[src/rtl/inv_mix_columns_pkg.sv]
// Shared AES constants for the byte-serial decryption datapath.
// Holds the GF(2^8) reduction constant, the InvMixColumns coefficient set
// and the byte/column width constants used by inv_mix_columns and ffMult.
package inv_mix_columns_pkg;

  localparam int BYTE_W    = 8;
  localparam int COL_BYTES = 4;
  localparam int CNT_W     = 2;

  typedef logic [BYTE_W-1:0] byte_t;
  typedef logic [CNT_W-1:0]  idx_t;

  // Low byte of the field polynomial x^8 + x^4 + x^3 + x + 1 (0x11b).
  localparam byte_t GF_POLY = 8'h1b;

  localparam byte_t INV_C0 = 8'h0e;
  localparam byte_t INV_C1 = 8'h0b;
  localparam byte_t INV_C2 = 8'h0d;
  localparam byte_t INV_C3 = 8'h09;

  // Coefficient applied to byte k when accumulating into output row r,
  // indexed by (k - r) mod 4.
  function automatic byte_t inv_coef(input idx_t idx);
    case (idx)
      2'd0:    inv_coef = INV_C0;
      2'd1:    inv_coef = INV_C1;
      2'd2:    inv_coef = INV_C2;
      default: inv_coef = INV_C3;
    endcase
  endfunction

endpackage

[src/rtl/ffMult.sv]
// ffMult: combinational GF(2^8) multiplier, p = a * b mod 0x11b.
// Ports:
//   a - multiplicand byte
//   b - multiplier byte (tied to a constant coefficient by the caller)
//   p - product byte
module ffMult
  import inv_mix_columns_pkg::*;
(
  input  logic [BYTE_W-1:0] a,
  input  logic [BYTE_W-1:0] b,
  output logic [BYTE_W-1:0] p
);

  logic [BYTE_W-1:0] a_sh;
  logic [BYTE_W-1:0] p_acc;

  // Shift-and-add: a_sh walks through a*x^i, reduced by the field
  // polynomial every time a bit falls off the top.
  always_comb begin
    a_sh  = a;
    p_acc = '0;
    for (int i = 0; i < BYTE_W; i++) begin
      if (b[i]) begin
        p_acc = p_acc ^ a_sh;
      end
      a_sh = {a_sh[BYTE_W-2:0], 1'b0} ^ (a_sh[BYTE_W-1] ? GF_POLY : 8'h00);
    end
  end

  assign p = p_acc;

endmodule

[src/rtl/inv_mix_columns.sv]
// inv_mix_columns: byte-serial AES InvMixColumns.
// Accepts one state byte per cycle (column-major, byte 0..3 per column),
// accumulates the GF(2^8) products of each column and hands the finished
// column to a separate output buffer, so the next column loads while the
// previous one drains.
// Ports:
//   clk, rst   - clock, synchronous active-high reset
//   in_valid   - in_data carries a state byte
//   in_data    - state byte
//   in_ready   - byte accepted this cycle when in_valid is high
//   out_valid  - out_data carries a result byte
//   out_data   - InvMixColumns result byte, same order as the input
//   out_last   - marks byte 15 of a 16-byte state
//   out_ready  - downstream takes out_data this cycle
module inv_mix_columns
  import inv_mix_columns_pkg::*;
(
  input  logic              clk,
  input  logic              rst,
  input  logic              in_valid,
  input  logic [BYTE_W-1:0] in_data,
  output logic              in_ready,
  output logic              out_valid,
  output logic [BYTE_W-1:0] out_data,
  output logic              out_last,
  input  logic              out_ready
);

  logic [BYTE_W-1:0] acc_reg     [COL_BYTES];
  logic [BYTE_W-1:0] out_buf_reg [COL_BYTES];
  logic [BYTE_W-1:0] prod        [COL_BYTES];
  logic [BYTE_W-1:0] acc_next    [COL_BYTES];
  logic [CNT_W-1:0]  in_cnt_reg;
  logic [CNT_W-1:0]  in_col_reg;
  logic [CNT_W-1:0]  out_cnt_reg;
  logic [CNT_W-1:0]  out_col_reg;
  logic              out_full_reg;
  logic              in_fire;
  logic              out_fire;
  logic              col_done;

  // One multiplier per coefficient; every accumulator row picks the
  // product matching its distance from the current byte index.
  generate
    for (genvar gi = 0; gi < COL_BYTES; gi++) begin : g_row
      logic [CNT_W-1:0] sel;

      ffMult u_mult (
        .a (in_data),
        .b (inv_coef(CNT_W'(gi))),
        .p (prod[gi])
      );

      assign sel          = in_cnt_reg - CNT_W'(gi);
      assign acc_next[gi] = acc_reg[gi] ^ prod[sel];
    end
  endgenerate

  // Byte 3 may only enter once the buffer is empty; bytes 0..2 only touch
  // the accumulator and are always accepted.
  assign in_ready  = !((in_cnt_reg == 2'd3) && out_full_reg);
  assign in_fire   = in_valid && in_ready;
  assign out_fire  = out_full_reg && out_ready;
  assign col_done  = in_fire && (in_cnt_reg == 2'd3);

  assign out_valid = out_full_reg;
  assign out_data  = out_buf_reg[out_cnt_reg];
  assign out_last  = out_full_reg && (out_cnt_reg == 2'd3) && (out_col_reg == 2'd3);

  always_ff @(posedge clk) begin
    if (rst) begin
      for (int r = 0; r < COL_BYTES; r++) begin
        acc_reg[r]     <= '0;
        out_buf_reg[r] <= '0;
      end
      in_cnt_reg   <= '0;
      in_col_reg   <= '0;
      out_cnt_reg  <= '0;
      out_col_reg  <= '0;
      out_full_reg <= 1'b0;
    end else begin
      if (out_fire) begin
        if (out_cnt_reg == 2'd3) begin
          out_full_reg <= 1'b0;
          out_cnt_reg  <= '0;
        end else begin
          out_cnt_reg <= out_cnt_reg + 2'd1;
        end
      end

      // A column can only complete while the buffer is empty, so this
      // never collides with the drain update above.
      if (col_done) begin
        for (int r = 0; r < COL_BYTES; r++) begin
          out_buf_reg[r] <= acc_next[r];
          acc_reg[r]     <= '0;
        end
        in_cnt_reg   <= '0;
        out_full_reg <= 1'b1;
        out_cnt_reg  <= '0;
        out_col_reg  <= in_col_reg;
        in_col_reg   <= in_col_reg + 2'd1;
      end else if (in_fire) begin
        for (int r = 0; r < COL_BYTES; r++) begin
          acc_reg[r] <= acc_next[r];
        end
        in_cnt_reg <= in_cnt_reg + 2'd1;
      end
    end
  end

endmodule

[config.mk]
export PLATFORM = sky130hd
export DESIGN_NAME = inv_mix_columns
export DESIGN_NICKNAME = d
export VERILOG_FILES = /design/src/rtl/inv_mix_columns_pkg.sv /design/src/rtl/ffMult.sv /design/src/rtl/inv_mix_columns.sv
export SDC_FILE = /design/constraint.sdc
export NUM_CORES = 1
export LEC_CHECK = 0
export BUFFER_PORTS_ARGS = -buffer_cell sky130_fd_sc_hd__buf_4
export CAP_MARGIN = 10
export CORE_ASPECT_RATIO = 0.6
export CORE_UTILIZATION = 58
export DETAILED_ROUTE_END_ITERATION = 7
export GPL_ROUTABILITY_DRIVEN = 0
export PLACE_DENSITY_LB_ADDON = 0.08
export SKIP_LAST_GASP = 1
export SYNTH_ARGS = -nofsm -noshare
export SYNTH_HDL_FRONTEND = slang
export SYNTH_HIERARCHICAL = 1
export SYNTH_SLANG_ARGS = --single-unit
[constraint.sdc]
create_clock -name clk -period 3.71 [get_ports clk]
set_clock_uncertainty 0.1 [all_clocks]
set_input_delay 0.742 -clock clk [delete_from_list [all_inputs] [get_ports clk]]
set_output_delay 0.742 -clock clk [all_outputs]
set_load 0.05 [all_outputs]
# [Word level (Yosys, flattened, before mapping)]
# Memories as Yosys holds them, arrays and structs flattened. A register that Yosys moved wholly into a read port is not among the register bits.
# Index checks and enable logic that the tools add are counted.
[totals] in_bits=12 reg_bits=9 mem_bits_rw=64 memories=2
[mem_list] name="acc_reg" words=4 width=8 read_ports=4 rd_clocked_by_memory_dff=0 wr=4 line="inv_mix_columns.sv:29" text="logic [BYTE_W-1:0] acc_reg [COL_BYTES];"
[mem_list] name="out_buf_reg" words=4 width=8 read_ports=1 rd_clocked_by_memory_dff=1 wr=4 line="inv_mix_columns.sv:30" text="logic [BYTE_W-1:0] out_buf_reg [COL_BYTES];"
[classes] order_cmp=4 addsub=6 bitwise=30 muxes=42 eq_ne=3 n_reduce_logical=11
[ops] cell="2-to-1 mux 8 bit" n=20
[ops] cell="XOR 8 bit" n=13
[ops] cell="binary-select mux 8 bit (select 2 bit)" n=4
[ops] cell="2-to-1 mux 5 bit" n=3
[ops] cell=">= comparator 3 bit, second input constant" n=4
[ops] cell="2-to-1 mux 1 bit" n=12
[ops] cell="inverter 2 -> 3 bit" n=4
[ops] cell="bitwise OR 1 bit" n=12
[ops] cell="XOR 8 x 5 -> 8 bit" n=1
[ops] cell="adder 2 x 1 -> 2 bit, second input constant" n=3
[ops] cell="equality test 2 bit, second input constant" n=3
[ops] cell="logical AND 1 bit" n=6
[ops] cell="2-to-1 mux 2 bit" n=3
[ops] cell="nonzero test 2 bit" n=2
[ops] cell="subtractor 2 bit, second input constant" n=2
[ops] cell="AND reduction 2 bit" n=1
[ops] cell="OR reduction 2 bit" n=1
[ops] cell="subtractor 2 x 1 -> 2 bit, second input constant" n=1
[ops] cell="zero test 1 bit" n=1

# [Logic depth before layout (Yosys ltp)]
# Gate-level depths: netlist of the first run.
[depth] ltp_word=12 mapped_depth=11

# [Hierarchy]
# The synthesis of the first run kept the hierarchy.
[modules_own_cells] module="ffMult" n_inst=4 area_each_um2=1320.0 cells_each=177
[modules_own_cells] module="inv_mix_columns" n_inst=1 area_each_um2=4340.4 cells_each=329

# [Worst setup path after synthesis of the first run]
# Ideal clock, no wire load.
[synth_path] path_kind="input to register" startpoint="input port in_data[6]" endpoint="memory out_buf_reg[2][5] (data pin)" stages=11 setup_ps=266 n_path_buf=2 path_slack_ps=638 required_time_ps=3344 arrival_time_ps=2706 cell_sequence="buf_4 buf_6 xor2_4 xor2_2 nand2_1 xor2_1 xnor2_1 xnor2_1 mux4_1 xnor2_1 nor2_1"
[synth_lines] element="start, declared" line="inv_mix_columns.sv:21" text="input logic [BYTE_W-1:0] in_data,"
[synth_lines] element="end, declared" line="inv_mix_columns.sv:30"

==> results of run 1 <==
## tightest hold or removal path, delay by kind of cell (launching register included)
| family | cells | cell delay [ns] |
|---|---|---|
| flops | 1 | 0.32 |
| simple gates | 1 | 0.05 |
| compound gates | 1 | 0.05 |
## per-stage QoR
| step | setup slack, ns | hold slack (ns) | power, mW | instances |
|---|---|---|---|---|
| 5_1_grt | 0.3028 | 0.3892 | 5.198 | 1313 |
| 4_1_cts | 0.5197 | 0.3552 | 4.825 | 1313 |
| 2_1_floorplan | 0.6381 | 0.3322 | 3.417 | 1111 |
| 3_3_place_gp | 0.2074 | 0.3445 | 3.954 | 1297 |
| 6_report | 0.4949 | 0.3712 | 4.899 | 1313 |
| 3_5_place_dp | 0.1717 | 0.3466 | 3.995 | 1297 |
## layout make-up
cell class	instances	area [um^2]	share of cell area (%)
multi-input cells	934	7244	69.37
flip-flops and latches	75	2063	19.76
repair buffers	66	545.5	5.223
well taps	209	261.5	2.504
clock buffers	12	256.5	2.456
inverters	13	48.80	0.4672
clock inverters	4	23.77	0.2276
## power breakdown
| part | switching [mW] | total [mW] | leakage, nW | internal [mW] |
|---|---|---|---|---|
| Combinational | 1.56 | 2.94 | 3.07 | 1.39 |
| Clock | 0.335 | 0.822 | 0.139 | 0.487 |
| Sequential | 0.0888 | 1.13 | 0.750 | 1.04 |
| Total | 1.98 | 4.90 | 3.96 | 2.92 |
## Yosys cell counts, drive strengths merged, types with 12 or more instances
master	n	area share, %
mux4	40	9.4
inv	13	0.51
xor2	90	11
nand3	25	1.3
dfxtp	19	4.0
xnor3	12	2.8
nand3b	17	1.3
nand2	195	7.6
xnor2	244	23
clkbuf	45	1.8
nand2b	13	0.85
a22oi	12	0.94
nor2	89	3.5
buf	44	3.9
edfxtp	56	17
a21oi	16	0.83
mux2i	34	3.5
## metal layers
metal / track usage [%] / wire (um) / up-vias
li1: - / - / 3544
met4: 3.217 / 83 / 0
met1: 49.21 / 12710 / 3568
met5: 0 / 0 / -
met3: 4.025 / 1843 / 15
met2: 41.27 / 9629 / 300
## cells by family (layout without fill, tap and decap cells)
group / after synthesis / in the layout
other: 2 / 76
AOI/OAI and AO/OA: 78 / 78
muxes: 74 / 74
buffers and inverters: 102 / 95
and+or+nand+nor: 358 / 358
xor gates and xnor gates: 346 / 346
DFF: 75 / 75
adders and majority gates: 2 / 2
## path summary, 6_finish.rpt
check | start | end | slack [ns]
worst max-delay path | in_data[5] | acc_reg[1][3] | 0.49
worst min-delay path | out_col_reg[0] | out_col_reg[0] | 0.37
worst min register to register | out_col_reg[0] | out_col_reg[0] | 0.37
worst max register to register | in_cnt_reg[0] | acc_reg[0][6] | 1.40
==> results.yml, run 1 <==
outcome:
  outcome: "completed"
place:
  io_buffers: 22
  postPlaceCellArea_mm2: 0.01016
  dp_hpwl_um: 18340
global_route:
  grt_pass1_vias: 6748
  grt_first_pass_wirelength_um: 38840
  grt_usage_pct: 29.78
  gr-total-overflow: 0
  grt_max_degree: 51
  antenna_found_initial: 0
clock_tree:
  cts_tree: "yes"
  cts.clk_slew.worst_paths_ns: 0.06
  clock_path_buffers: 2
  clk_latency_ns: 0.34
  numCtsBuffers: 9
  clock_sinks: 75
  ctsHoldBuffers: 0
  post_cts_buffers: 0
  cts_resized: 0
  h-tree-depth: 3
  ctsRootBufferMaster: "clkbuf_16"
floorplan:
  die_area_mm2: 0.01712
  ios: 23
  die-height_um: 101.8
  die_x_um: 168.3
  rows: 36
  initial_core_util_pct: 59.33
  core_mm2: 0.01622
finish:
  final_cell_mix: "xnor2_1, nand2_1, nor2_1"
  syn_to_final_growth_pct: 8.558
  drive_above_1_share_pct: 15.04
  nets: 1113
  final_util_pct: 64.41
  fillers: 1390
  design_area_mm2: 0.01044
  mostFrequentLayoutCell: "xnor2_1"
  diodes: 0
routing:
  route.detailed.drc: 0
  ant_nets: 0
  vias: 7427
  first_iter_violations: 824
  viasPerCell: 5.657
  post_drt_wl_per_cell_um: 18.48
  dr.pass1.iters: 5
  postRouteWirelength_um: 24270
critical_path:
  cp-start-kind: "input pin"
  endpoint_kind: "register"
  crit_arrival_ns: 3.17
  cp_cell_sequence: "buf_4 > xnor3_1 > nor3_1 > a311oi_2 > xor2_1 > xnor2_1 > xnor2_1 > mux4_2 > xnor2_1 > nor2_1"
  worstPathMaxFanout: 17
  path_class: "in2reg"
  cpPeakStageDelay_ns: 0.54
  cp_common_cell: "xnor2_1"
  required_ns: 3.66
  r2r_cells: 4
  crit_slowest_cell: "mux4_2"
  cp.buffers_inverters: 1
  cpLargestDelayFamily: "XOR/XNOR gates"
  path_depth: 10
synthesis:
  synth.area.mux_share_pct: 12.98
  netlist_area_mm2: 0.009620
  synth-compound-area-share_pct: 6.438
  syn_avg_cell_area_um2: 9.277
  synth.distinct_cells: 45
  synth-adder-area-share_pct: 0.2601
  synth_top_family_by_area: "XOR/XNOR gates"
  syn_inst: 1037
  ys_ff_latch: 75
  synth_edf_count: 56
  synthXorXnorAreaFrac_pct: 36.65
  async_reset_ff_share_pct: 0
  ys.flop_type: "edfxtp_1"
  synth-seq-area-share_pct: 21.43
  yosysWarningCount: 6
  yosys.area_share.simple_pct: 16.01
sta:
  maxSlewHeadroom_pct: 32.45
  clock.fmax_ghz: 0.3110
  final.min_clock_period_ns: 3.215
  worst_pin_slew_ns: 1.011
  setup_viol: 0
  fin_crit_sh_pct: 86.66
  rsz0062_at_grt: "no"
  tns_ns: 0
  maxSlewViolCount: 0
  finalHoldViolCount: 0
job:
  maxCapViolCount: 0
power_and_ir_drop:
  leakage_nw: 3.961
  vdd_drop_max_uv: 275.5
  p_per_area_mw_per_mm2: 469.1
worst_hold_path:
  holdPathStages: 2
  hold_class: "reg2reg"
No activity file was read; power rests on OpenSTA's default activity.
==> run 2: changes to the inputs <==
Settings changed: CORE_MARGIN from default to 5, PLACE_DENSITY from default to 0.82, PLACE_DENSITY_LB_ADDON 0.08 to default.
==> run 2 against run 1 <==
- via count grew 0.86%
- cell area increased by 0.22%
- combinational power barely moved
- final cell count is 1.1% higher
- global-route usage fell by 4.5 points
- critical path depth grew 1
- wire length down 2.1%
- clock power is 13% higher
- worst setup slack worse by 0.041 ns
- clock-buffer cell count is 1 lower
- critical endpoint is now acc_reg[1][4]
- largest cell class unchanged
- largest power group unchanged
==> results.yml, run 2 (synthesis gave the netlist of run 1 again) <==
outcome:
  outcome: "completed"
critical_path:
  endpoint_kind: "register"
  r2r_cells: 4
  path_class: "in2reg"
  worstPathMaxFanout: 11
  crit_arrival_ns: 3.20
  cp-start-kind: "input pin"
  required_ns: 3.66
clock_tree:
  post_cts_buffers: 0
  clock_path_buffers: 2
  ctsRootBufferMaster: "clkbuf_16"
  numCtsBuffers: 9
  cts_tree: "yes"
  ctsHoldBuffers: 0
  h-tree-depth: 3
  cts_resized: 0
  clk_latency_ns: 0.33
  cts.clk_slew.worst_paths_ns: 0.06
  clock_sinks: 75
floorplan:
  initial_core_util_pct: 59.16
  die_area_mm2: 0.01935
  core_mm2: 0.01626
  ios: 23
  die-height_um: 109.8
  die_x_um: 176.3
  rows: 36
routing:
  viasPerCell: 5.641
  vias: 7491
  route.detailed.drc: 0
  post_drt_wl_per_cell_um: 17.90
  postRouteWirelength_um: 23770
  dr.pass1.iters: 5
  ant_nets: 0
  first_iter_violations: 704
sta:
  setup_slack_ns: 0.4540
  clock.fmax_ghz: 0.3071
  maxSlewHeadroom_pct: 34.19
  final.min_clock_period_ns: 3.256
  setup_viol: 0
  maxSlewViolCount: 0
  fin_crit_sh_pct: 87.76
  finalHoldViolCount: 0
  tns_ns: 0
  rsz0062_at_grt: "no"
  worst_pin_slew_ns: 0.9848
finish:
  drive_above_1_share_pct: 14.82
  syn_to_final_growth_pct: 8.792
  diodes: 0
  nets: 1109
  fillers: 1305
  final_cell_mix: "xnor2_1, nand2_1, nor2_1"
  final_util_pct: 64.37
  mostFrequentLayoutCell: "xnor2_1"
place:
  dp_hpwl_um: 17610
  io_buffers: 22
  pre_cts_ws_ns: 0.1200
power_and_ir_drop:
  vdd_drop_max_uv: 304.0
  p_per_area_mw_per_mm2: 480.9
  leakage_nw: 3.955
  power_mw: 5.033
job:
  maxCapViolCount: 0
global_route:
  grt_first_pass_wirelength_um: 38730
  grt_max_degree: 51
  grt_usage_pct: 25.30
  gr-total-overflow: 0
  grt_pass1_vias: 7252
  antenna_found_initial: 0
worst_hold_path:
  holdPathStages: 2
  hold_class: "reg2reg"
==> run 2: cell types whose count changed in the layout (fill, tap and decap cells not counted), sizes merged <==
cell,change
clkbuf,-1
bufinv,+1
buf,-4
==> run 2: stage by stage <==
step                cells  area (um^2)  hold slack, ns
CTS                  1328        10470          0.3528
global placement     1312        10140          0.3435
floorplan            1111         9898          0.3322
finish               1328        10470          0.3548
detailed placement   1312        10140          0.3447
global route         1328        10470          0.3821
==> run 2: layout make-up <==
class / instances / area (um^2) / area share, %
timing repair buffer: 62 / 503.0 / 4.806
clock buffer: 11 / 264.0 / 2.522
tap: 228 / 285.3 / 2.726
inverter: 13 / 48.80 / 0.4662
clock inverter: 5 / 57.56 / 0.5499
multi-input combinational: 934 / 7244 / 69.22
sequential: 75 / 2063 / 19.71
==> run 2: power by group <==
part / leakage, nW / internal [mW] / switching (mW)
clock network: 0.157 / 0.580 / 0.347
registers: 0.750 / 1.04 / 0.0912
logic: 3.05 / 1.40 / 1.57
==> run 2: worst paths after layout <==
path                       start        endpoint  slack, ns
setup / recovery      in_data[6]   acc_reg[1][4]       0.45
hold / removal    out_col_reg[0]  out_col_reg[0]       0.35
setup reg to reg   in_cnt_reg[0]   acc_reg[3][2]       1.24
hold reg to reg   out_col_reg[0]  out_col_reg[0]       0.35
==> run 2: layer usage <==
layer  wire length, um  vias to the layer above  GRT usage [%]  part of all wire (%)
met5                 0                        -              0                     0
met4               255                        0          4.116                   1.1
met3              2355                       29          5.979                   9.9
met2             10230                      335          38.20                    43
met1             10930                     3605          37.70                    46
li1                  -                     3522              -                     -
==> run 2: critical path: stages <==
cell,delay (ns)
buf_4,0.25
buf_4,0.30
xor2_4,0.21
xor2_2,0.24
nand2_1,0.10
xor2_1,0.16
xnor2_1,0.16
xnor2_1,0.19
mux4_2,0.52
xnor2_1,0.25
nor2_1,0.07
==> run 3: changes to the inputs <==
Settings changed: CORE_UTILIZATION 58 to 33, GPL_TIMING_DRIVEN from default to 0, PLACE_DENSITY 0.82 to 0.55, SYNTH_HIERARCHICAL 1 to default.
==> run 3 against run 2 <==
- wire length fell by 45%
- critical path depth fell by 8
- via count down 50%
- die area down 9.4%
- clock-buffer cell count increased by 1
- combinational power is 73% lower
- total power down 45%
- clock power increased by 2%
- sequential cell count is the same
- sequential share of layout area rose by 17 points
- sequential power down 11%
- register-to-register slack worse by 0.44 ns
- critical path type is now reg2out
- largest cell class unchanged
- highest routed layer unchanged
==> results.yml, run 3 <==
synthesis:
  synth_edf_count: 56
  netlist_area_mm2: 0.004917
  yosysWarningCount: 0
  syn_inst: 485
  yosysTopAreaCellShare_pct: 34.20
  ys.flop_type: "edfxtp_1"
  synthTopCellsByCount: "nor2_1, edfxtp_1, xnor2_1, a21oi_1, nand2_1"
  async_reset_ff_share_pct: 0
  synth_top_area_cell: "edfxtp_1"
  synth.distinct_cells: 57
  synth.most_common_cell: "nor2_1"
  synth-seq-area-share_pct: 41.93
  ys_ff_latch: 75
  synth_nets: 499
  synthTopCellsByArea: "edfxtp_1, xnor2_1, dfxtp_1, nor2_1, a21oi_1"
  syn_avg_cell_area_um2: 10.14
routing:
  route.detailed.drc: 0
  first_iter_violations: 350
  postRouteWirelength_um: 13150
  ant_nets: 0
  dr.pass1.iters: 5
  viasPerCell: 5.278
  vias: 3774
  post_drt_wl_per_cell_um: 18.40
sta:
  finalHoldViolCount: 0
  rsz0062_at_grt: "no"
  clock.fmax_ghz: 0.3380
  maxSlewHeadroom_pct: 20.19
  maxSlewViolCount: 0
  worst_pin_slew_ns: 1.188
  fin_crit_sh_pct: 79.74
  final.min_clock_period_ns: 2.958
  setup_viol: 0
clock_tree:
  cts_tree: "yes"
  cts.clk_slew.worst_paths_ns: 0.06
  h-tree-depth: 3
  clock_path_buffers: 2
  cts_resized: 0
  clock_sinks: 75
  clk_latency_ns: 0.33
  ctsRootBufferMaster: "clkbuf_16"
  numCtsBuffers: 9
  post_cts_buffers: 0
  ctsHoldBuffers: 0
power_and_ir_drop:
  p_per_area_mw_per_mm2: 490.2
  switching_share_pct: 31.80
  power.clock.fraction_pct: 34.1
  p_comb_share_pct: 29.1
  intPower_mw: 1.882
  leakage_nw: 2.029
  power_frac_seq_pct: 36.8
  vdd_drop_max_uv: 290.5
  p_switching_mw: 0.8777
finish:
  nets: 526
  final_cells: 715
  diodes: 0
  mostFrequentLayoutCell: "nor2_1"
  final_cell_mix: "nor2_1, edfxtp_1, xnor2_1"
  syn_to_final_growth_pct: 14.50
  final_util_pct: 38.70
  drive_above_1_share_pct: 14.31
floorplan:
  ios: 23
  rows: 34
  core_mm2: 0.01455
  die_x_um: 167.6
  initial_core_util_pct: 33.80
  die_area_mm2: 0.01752
  die-height_um: 104.6
critical_path:
  cp-start-kind: "register"
  endpoint_kind: "output port"
  required_ns: 2.87
  r2r_cells: 5
  path_class: "reg2out"
  worstReg2RegEnd: "out_buf_reg[3][3]"
  worstPathMaxFanout: 8
  reg2reg_setup_slack_ns: 0.80
  crit_arrival_ns: 2.12
  r2r_start: "in_cnt_reg[0]"
worst_hold_path:
  hold_end: "out_col_reg[0]"
  holdPathStages: 2
  hold_class: "reg2reg"
  hp-start: "out_col_reg[0]"
global_route:
  grt_max_degree: 27
  antenna_found_initial: 0
  grt_usage_pct: 15.13
  grt_pass1_vias: 3664
  grt_first_pass_wirelength_um: 20600
  gr-total-overflow: 0
outcome:
  outcome: "completed"
place:
  io_buffers: 15
  placedCellCount: 699
  dp_hpwl_um: 9795
job:
  maxCapViolCount: 0
-- run 3: changes by cell type after synthesis, sizes merged, moves of 16 or more --
cell	before	now
mux4	40	8
nor2	89	70
xor2	90	24
nand3b	17	1
clkbuf	45	21
a21oi	16	40
buf	44	18
xnor2	244	52
nand2	195	32
o21ai	0	20
-- run 3: cell type report --
class / instances / area (um^2)
fill: 1484 / 8919
multi-input combinational: 364 / 2634
sequential: 75 / 2062
clock buffer: 12 / 300.3
tap: 198 / 247.7
buffer: 39 / 195.2
timing repair buffer: 16 / 132.6
clock inverter: 4 / 32.53
inverter: 7 / 26.28
-- run 3: worst max-delay path by stage --
| stage | endpoint | cells past startpoint |
|---|---|---|
| 2_1_floorplan | acc_reg[2][4] | 5 |
| 3_3_place_gp | acc_reg[2][4] | 6 |
| 3_5_place_dp | out_buf_reg[3][3] | 5 |
| 4_1_cts | out_data[2] | 3 |
| 5_1_grt | out_data[5] | 3 |
| 6_report | out_data[5] | 3 |
-- run 3: cells by family (layout without fill, tap and decap cells) --
kind of cell / after synthesis / count (layout) / synth area share, %
AO/OA/AOI/OAI: 99 / 99 / 12.62
adder cells (fa/ha/maj): 2 / 2 / 0.5088
XOR/XNOR: 80 / 80 / 18.22
flip-flops: 75 / 75 / 41.93
multiplexers: 31 / 31 / 8.448
AND/OR/NAND/NOR: 152 / 152 / 13.77
buffers and inverters: 46 / 78 / 4.504
-- run 3: power by group through the flow --
| stage | sequential [mW] | combinational (mW) | clock (mW) |
|---|---|---|---|
| floorplan | 1.02 | 0.620 | 0 |
| global placement | 1.03 | 0.774 | 0 |
| detailed placement | 1.03 | 0.786 | 0 |
| CTS | 1.02 | 0.793 | 0.965 |
| global route | 1.02 | 0.876 | 1.00 |
| finish | 1.01 | 0.803 | 0.942 |
-- run 3: routing by layer --
metal  GRT usage, %  up-vias  share of wire (%)
li1               -     1791                  -
met1          23.58     1824                 50
met2          21.33      149                 41
met3          3.585       10                7.6
met4          2.953        0               0.82
met5              0        -                  0
-- run 3: worst max-delay path, stage by stage (launching register included) --
cell and delay (ns):
dfxtp_1 0.30, clkbuf_1 0.66, mux4_2 0.61, buf_4 0.21
-- run 3: per-stage QoR --
step                power (mW)  hold slack, ns  worst slack (ns)  cell area, um^2  TNS, ns
global placement         1.803          0.3445           -0.1991             5278   -1.746
global route             2.902          0.3961            0.5627             5630        0
finish                   2.760          0.3753            0.7516             5630        0
detailed placement       1.819          0.3716            0.6241             5298        0
CTS                      2.774          0.3808            0.6473             5630        0
floorplan                1.644          0.3322            0.8114             4917        0
